## config.mk

```make
export PLATFORM = sky130hd
export DESIGN_NAME = input_debounce
export DESIGN_NICKNAME = d
export VERILOG_FILES = /design/src/rtl/dbnc_pkg.sv /design/src/rtl/input_debounce_sync_chain.sv /design/src/rtl/input_debounce.sv
export SDC_FILE = /design/constraint.sdc
export NUM_CORES = 1
export LEC_CHECK = 0
export BUFFER_PORTS_ARGS = -buffer_cell sky130_fd_sc_hd__buf_2
export CAP_MARGIN = 20
export CORE_MARGIN = 4
export CORE_UTILIZATION = 40
export DETAILED_ROUTE_END_ITERATION = 10
export GPL_TIMING_DRIVEN = 0
export SETUP_SLACK_MARGIN = 0.4
export SLEW_MARGIN = 20
export SYNTH_ARGS = -nofsm -noshare
export SYNTH_HDL_FRONTEND = slang
export SYNTH_HIERARCHICAL = 1
export SYNTH_SLANG_ARGS = --single-unit
```

## constraint.sdc

```tcl
create_clock -name clk -period 4.95 [get_ports clk]
set_clock_uncertainty 0.2 [all_clocks]
set_input_delay 0.99 -clock clk [delete_from_list [all_inputs] [get_ports clk]]
set_output_delay 0.99 -clock clk [all_outputs]
set_load 0.01 [all_outputs]
```

## src/rtl/dbnc_pkg.sv

```systemverilog
// Shared types and constants for the input debouncer: FSM state encoding and command width.
package dbnc_pkg;

    localparam int CMD_W = 3;

    typedef enum logic [1:0] {
        IDLE    = 2'b00,
        CHANGED = 2'b01,
        COMMIT  = 2'b10
    } state_t;

endpackage : dbnc_pkg

```

## src/rtl/input_debounce_sync_chain.sv

```systemverilog
// Multi-bit, multi-stage synchronizer bringing asynchronous levels into the clk domain.
module sync_chain #(
    parameter int WIDTH  = 1,
    parameter int STAGES = 2
) (
    input  logic             clk,
    input  logic             rst_n,
    input  logic [WIDTH-1:0] i_d,
    output logic [WIDTH-1:0] o_q
);

    logic [STAGES-1:0][WIDTH-1:0] r_sync;

    // NOTE: non-blocking shift, so each stage captures its neighbour's pre-edge value.
    always_ff @(posedge clk or negedge rst_n) begin
        if (!rst_n) begin
            r_sync <= '0;
        end else begin
            r_sync <= {r_sync[STAGES-2:0], i_d};
        end
    end

    assign o_q = r_sync[STAGES-1];

endmodule : sync_chain

```

## src/rtl/input_debounce.sv

```systemverilog
// Debounces a 3-bit button/switch bus into registered commands with a one-cycle valid pulse.
// Optional DBNC_FSM_CHECK_EN makes illegal FSM encodings raise a sticky fsm_fault flag.
module input_debounce
    import dbnc_pkg::*;
#(
    parameter int SYNC_STAGES     = 2,
    parameter int DEBOUNCE_CYCLES = 4
) (
    input  logic             clk,
    input  logic             rst_n,
    input  logic [CMD_W-1:0] raw_in,
    output logic [CMD_W-1:0] user_input,
    output logic             cmd_valid,
    output logic             fsm_fault
);

    localparam logic [7:0] CNT_LAST = 8'(DEBOUNCE_CYCLES - 1);

    logic [CMD_W-1:0] w_sample;
    state_t           r_state;
    logic [CMD_W-1:0] r_cand;
    logic [7:0]       r_cnt;
    logic [CMD_W-1:0] r_user_input;
    logic             r_cmd_valid;
`ifdef DBNC_FSM_CHECK_EN
    logic             r_fsm_fault;
`endif

    sync_chain #(
        .WIDTH  (CMD_W),
        .STAGES (SYNC_STAGES)
    ) u_sync (
        .clk   (clk),
        .rst_n (rst_n),
        .i_d   (raw_in),
        .o_q   (w_sample)
    );

    always_ff @(posedge clk or negedge rst_n) begin
        if (!rst_n) begin
            r_state      <= IDLE;
            r_cand       <= '0;
            r_cnt        <= '0;
            r_user_input <= '0;
            r_cmd_valid  <= 1'b0;
`ifdef DBNC_FSM_CHECK_EN
            r_fsm_fault  <= 1'b0;
`endif
        end else begin
            r_cmd_valid <= 1'b0;
            // NOTE: default arm catches the unused encoding so a corrupted state always returns to IDLE.
            case (r_state)
                IDLE: begin
                    if (w_sample != r_user_input) begin
                        r_state <= CHANGED;
                        r_cand  <= w_sample;
                        r_cnt   <= 8'd1;
                    end
                end
                CHANGED: begin
                    if (w_sample == r_user_input) begin
                        r_state <= IDLE;
                    end else if (w_sample != r_cand) begin
                        r_cand <= w_sample;
                        r_cnt  <= 8'd1;
                    end else if (r_cnt == CNT_LAST) begin
                        r_state <= COMMIT;
                    end else begin
                        r_cnt <= r_cnt + 8'd1;
                    end
                end
                COMMIT: begin
                    r_user_input <= r_cand;
                    r_cmd_valid  <= 1'b1;
                    r_state      <= IDLE;
                end
                default: begin
                    r_state <= IDLE;
                    r_cnt   <= '0;
`ifdef DBNC_FSM_CHECK_EN
                    r_fsm_fault <= 1'b1;
`endif
                end
            endcase
        end
    end

    assign user_input = r_user_input;
    assign cmd_valid  = r_cmd_valid;
`ifdef DBNC_FSM_CHECK_EN
    assign fsm_fault  = r_fsm_fault;
`else
    assign fsm_fault  = 1'b0;
`endif

endmodule : input_debounce

```

[Word-level counts from Yosys, hierarchy flattened]
Index checks and enable logic that the tools add are counted.
Cells by class
  muxes and demuxes: 15
  equal/unequal tests: 12
  reduce and logical (&&, ||, !) cells: 5
  bitwise gates (word level): 1
  $add $sub $neg: 1
Operators with widths (count)
  $mux W8: 4
  $pmux W8 S3: 1
  $mux W3: 3
  $ne A3 B3 Y1 const B: 3
  $add A8 B1 Y8 const B: 1
  $eq A8 B2 Y1 const B: 1
  $mux W2: 4
  $reduce_and A4 Y1: 2
  $ne A2 B2 Y1 const B: 3
  $ne A3 B3 Y1: 2
  $pmux W3 S2: 1
  $pmux W2 S2: 1
  $eq A3 B3 Y1: 1
  $reduce_and A3 Y1: 1
  $eq A2 B1 Y1 const B: 1
  $eq A2 B2 Y1 const B: 1
  $logic_not A2 Y1: 1
  $reduce_bool A2 Y1: 1
  $mux W1: 1
  $not A1 Y1: 1
Storage, ports and cells
  bits of input ports: 5
  flip-flop bits (word level): 23

[Logic depth before layout (Yosys ltp)]
  word-level depth: 5
  gate-level depth with buffers: 6
  gate-level depth less buffers: 5

[By module]
The synthesis kept the hierarchy.
Modules (own cells, without submodules)
  input_debounce: instances 1, cells each 80, area each 895.9 µm²
  sync_chain: instances 1, cells each 9, area each 172.7 µm²

[Worst setup path before layout]
Ideal clock, no wire load.
  kind: reg2reg
  start point: reg u_sync.r_sync (netlist bit u_sync/o_q[2])
  end point: reg r_cnt[3]
  stages on the path, launching flop included: 7
  period minus slack after synthesis: 1999 ps
  data arrival time: 1733 ps
  buffers on the path: 1
  setup slack: 2951 ps
  path through: dfrtp_1 > buf_4 > xor2_1 > or4b_4 > o21a_4 > a21oi_4 > a221o_1
Between the ends
  longest elaborated chain between the ends: 4
Ends and longest elaborated chain
  start, declared: RTL line input_debounce_sync_chain.sv:12  | logic [STAGES-1:0][WIDTH-1:0] r_sync;
  start signal, assigned: RTL line input_debounce_sync_chain.sv:19  | r_sync <= {r_sync[STAGES-2:0], i_d};
  $ne A3 B3 Y1: RTL line input_debounce.sv:63  | end else if (w_sample != r_cand) begin
  $mux W8: RTL line input_debounce.sv:63
  $mux W8: RTL line input_debounce.sv:61  | if (w_sample == r_user_input) begin
  $pmux W8 S3: RTL line input_debounce.sv:52  | case (r_state)
  end signal, assigned: RTL line input_debounce.sv:69  | r_cnt <= r_cnt + 8'd1;
  end, declared: RTL line input_debounce.sv:22  | logic [7:0] r_cnt;
Parallel ways exist; a longest one is shown, timed or not. The select of a mux whose other input is x is not followed.
A chain may end at the register's enable or synchronous reset.

[Worst setup path after layout]
  start point: reg u_sync.r_sync (netlist bit u_sync/o_q[2])
  end point: reg r_cnt[2]
The elaborated chain is that of the path after synthesis.

==> Flow_metrics.wiki <==
{| class="wikitable"
! Metric !! Value
|-
| GR Util All Layers || 11.0%
|-
| Total count of max-transition violations in the final report || 0
|-
| Clk Tree Root Cell || sky130_fd_sc_hd__clkbuf_4
|-
| Synthesized netlist net count || 95
|-
| Congestion Overflow GR || 0
|-
| Seq cells post-synth || 23
|-
| Count of hold-fix buffers inserted at cts || 0
|-
| Required time of the worst setup path || 5.01 ns
|-
| Power per standard cell area || 287 nW/um^2
|-
| Hold Crit Start || u_sync/r_sync[1]$_DFF_PN0_
|-
| Worst-case headroom to the max-slew limit || 48.6%
|-
| Critical Path Sink Type || flip-flop
|-
| Commonest cells after routing, fill and taps aside || 23 x sky130_fd_sc_hd__dfrtp_1, 9 x sky130_fd_sc_hd__nor2_1, 8 x sky130_fd_sc_hd__buf_2
|-
| Endpoints failing hold || 0
|-
| Number of vias in the routed layout || 690
|-
| Count of cell types in the netlist || 29
|-
| CTS HTree Levels || 1
|-
| Worst path buffer plus inverter count || 1
|-
| Period Utilization, post-route || 46.6%
|-
| Leakage power of the design || 0.569 nW
|-
| DRC violation count after routing || 0
|-
| Final layout net count || 108
|-
| Sequential area share after synthesis || 53.9%
|-
| Instance count of the mapped netlist || 89
|-
| Most common library cell in the layout ignoring fill and taps || sky130_fd_sc_hd__dfrtp_1
|-
| Post-CTS sizing || 0
|-
| Nature of the critical path startpoint || flip-flop
|-
| IO Pins || 10
|-
| Final routed wire length divided by cell count || 12.6 um
|-
| Highest achievable clock rate || 434 MHz
|-
| Reg2Reg Depth || 6
|-
| Worst hold path cell count || 0
|-
| Multi-input gate area in the final layout || 459 um^2
|-
| Vias in the first global route || 717
|-
| Vias per std cell || 5.27
|-
| Terminus of the critical flop-to-flop path || r_cnt[2]$_DFFE_PN0P_
|-
| Port Buf Inserts || 8
|-
| Number of sinks on the clock net || 23
|-
| Post-Layout Cell Count || around 130
|-
| Slowest library cell on the worst path || sky130_fd_sc_hd__nor4_2
|-
| Post-Route Hold Slack || 0.168 ns
|-
| Critical path arrival || 2.37 ns
|-
| Number of warnings issued by yosys || 6
|-
| Horizontal die dimension || 59.7 um
|-
| Post-Route Setup TNS || 0 ns
|-
| Initial core utilization || between 40 and 50%
|-
| Cell Area, Synth || 1070 um^2
|-
| Shortest clock period the worst path allows after layout || 2.31 ns
|-
| Top Family by Delay on Critical Path || simple AND/OR/NAND/NOR gates
|-
| Maximum buffer depth of the clock tree || 2
|-
| Setup slack of the worst register-to-register path || 2.64 ns
|-
| Die area || approximately 3600 um^2
|-
| TritonCTS clock tree || done
|-
| Total of fill cells in the finished design || 247
|-
| Placement Rows || 18
|-
| Number of buffers created by CTS || 3
|-
| Final wirelength || 1660 um
|-
| Peak supply drop || 0.000234 V
|-
| Total area of sequential cells || 576 um^2
|-
| Avg Cell Area, Syn || 12.0 um^2
|-
| Hold worst-path end || u_sync/o_q[1]$_DFF_PN0_
|-
| Path class of the lowest-slack min-delay path || reg2reg
|-
| Startpoint of the worst register-to-register path || u_sync/o_q[2]$_DFF_PN0_
|-
| Post-synthesis to final-layout area growth || 10.1%
|-
| Number of routed nets with antenna violations || 0
|-
| Iteration-0 DRC Markers || 19
|-
| Initial antenna violation count || 0
|-
| Final count of negative-setup-slack endpoints || 0
|-
| Critical path fanouts, max || 9
|-
| Setup repair after global routing missed its margin || false
|-
| Result of the run || finished, final reports clean
|-
| Cell chain of the critical path || buf_4 -> xor2_1 -> nor4_2 -> and3_1 -> and3b_1 -> a211o_1
|-
| Largest net degree at the start of global routing || 24
|-
| Initial DRT Pass Iterations || 4
|-
| Setup Buffers After CTS || 0
|-
| Worst-margin pin slew || 0.765 ns
|-
| Placeable core area || 2520 um^2
|-
| Fraction of final layout cells with drive strength greater than 1 || between 20 and 30%
|-
| Global-route wire length before repair || 3000 um
|-
| Worst-skew pair later-pin latency || around 0.31 ns
|-
| Max-cap violations || 0
|-
| DIE HEIGHT || roughly 60 um
|-
| Peak per-stage delay on the critical path || 0.71 ns
|-
| Kind of critical path || reg2reg
|-
| Clock Pin Slew Worst Setup and Hold Paths || 0.13 ns
|-
| Post-route total power || 338 uW
|-
| RePlAce Congestion || 0.704
|-
| Placed wire-length estimate after detailed placement || 1210 um
|-
| Diode count || 0
|-
| Total instance count after detailed placement || around 130
|}
worst max path at each step:
stage | cells past startpoint | startpoint | slack, ns | to
6_report | 6 | u_sync/o_q[2]$_DFF_PN0_ | 2.64 | r_cnt[2]$_DFFE_PN0P_
5_1_grt | 6 | u_sync/o_q[2]$_DFF_PN0_ | 2.51 | r_cnt[2]$_DFFE_PN0P_
4_1_cts | 6 | u_sync/o_q[2]$_DFF_PN0_ | 2.67 | r_cnt[2]$_DFFE_PN0P_
3_5_place_dp | 6 | u_sync/o_q[2]$_DFF_PN0_ | 2.72 | r_cnt[2]$_DFFE_PN0P_
3_3_place_gp | 6 | u_sync/o_q[2]$_DFF_PN0_ | 2.70 | r_cnt[2]$_DFFE_PN0P_
2_1_floorplan | 6 | u_sync/o_q[2]$_DFF_PN0_ | 2.95 | r_cnt[3]$_DFFE_PN0P_
per-layer routing:
| layer | vias up | part of all wire (%) | track usage, % |
|---|---|---|---|
| met2 | 12 | 47 | 18.2 |
| met4 | 0 | 0.72 | 1.90 |
| li1 | 340 | - | - |
| met1 | 336 | 48 | 14.0 |
| met5 | - | 0 | 0 |
| met3 | 2 | 4.5 | 3.89 |
area by class of cell:
| cell class | instances | share of cell area (%) |
|---|---|---|
| repair buffers | 8 | 3.40 |
| clock buffers | 3 | 1.91 |
| clock inverters | 1 | 0.638 |
| well taps | 30 | 3.19 |
| multi-input cells | 61 | 39.0 |
| flip-flops and latches | 23 | 48.9 |
| plain buffers | 4 | 2.55 |
| inverters | 1 | 0.319 |
cell families after synthesis:
logic type / count (synthesis) / share of synthesized area, %
DFF: 23 / 53.9
AOI/OAI and AO/OA: 12 / 11.4
adders and majority gates: 1 / 1.17
muxes: 6 / 6.32
other: 1 / 0.351
xor gates and xnor gates: 6 / 5.62
and+or+nand+nor: 35 / 18.2
buffers and inverters: 5 / 3.16
flip-flops by register name (all words and copies together), names as in the netlist:
| register | flops |
|---|---|
| user_input | 3 |
| u_sync/r_sync | 3 |
| r_cand | 3 |
| r_state | 2 |
| u_sync/o_q | 3 |
| r_cnt | 8 |
| cmd_valid | 1 |
through the flow:
step	instance area [um^2]	util [%]	setup slack (ns)
global route	1180	46.6	2.51
CTS	1180	46.6	2.67
detailed placement	1150	45.4	2.72
floorplan	1070	-	2.95
global placement	1150	45.4	2.70
finish	1180	46.6	2.64
worst reg2reg max path, stage by stage (launching register included):
cell and delay, ns:
sky130_fd_sc_hd__dfrtp_1 0.38, sky130_fd_sc_hd__buf_4 0.14, sky130_fd_sc_hd__xor2_1 0.18, sky130_fd_sc_hd__nor4_2 0.71
sky130_fd_sc_hd__and3_1 0.37, sky130_fd_sc_hd__and3b_1 0.19, sky130_fd_sc_hd__a211o_1 0.09
synthesized netlist by cell type, drive strengths merged:
master / count / share of area, %
or4b: 1 / 1.3
dfrtp: 23 / 54
nand2b: 1 / 0.59
a31oi: 1 / 1.2
ha: 1 / 1.2
nand2: 5 / 1.8
a221o: 4 / 3.7
or2: 2 / 1.2
o21ai: 1 / 0.47
and3b: 2 / 1.6
nor4: 2 / 1.8
a211o: 1 / 0.82
xor2: 3 / 3.2
nor2b: 1 / 0.59
mux2: 6 / 6.3
nor2: 9 / 3.2
nand3: 7 / 3.3
a21oi: 1 / 1.5
o31ai: 1 / 0.70
buf: 4 / 2.8
a21o: 1 / 0.70
inv: 1 / 0.35
o21a: 1 / 1.4
conb: 1 / 0.35
xnor2: 3 / 2.5
and3: 5 / 2.9
a22o: 1 / 0.82
report_power, final:
part	switching [mW]	internal (mW)	total (mW)
Sequential	0.00751	0.197	0.204
Combinational	0.0247	0.0201	0.0448
Clock	0.0579	0.0308	0.0887
Total	0.0900	0.248	0.338
(Power assumes the default switching activity.)
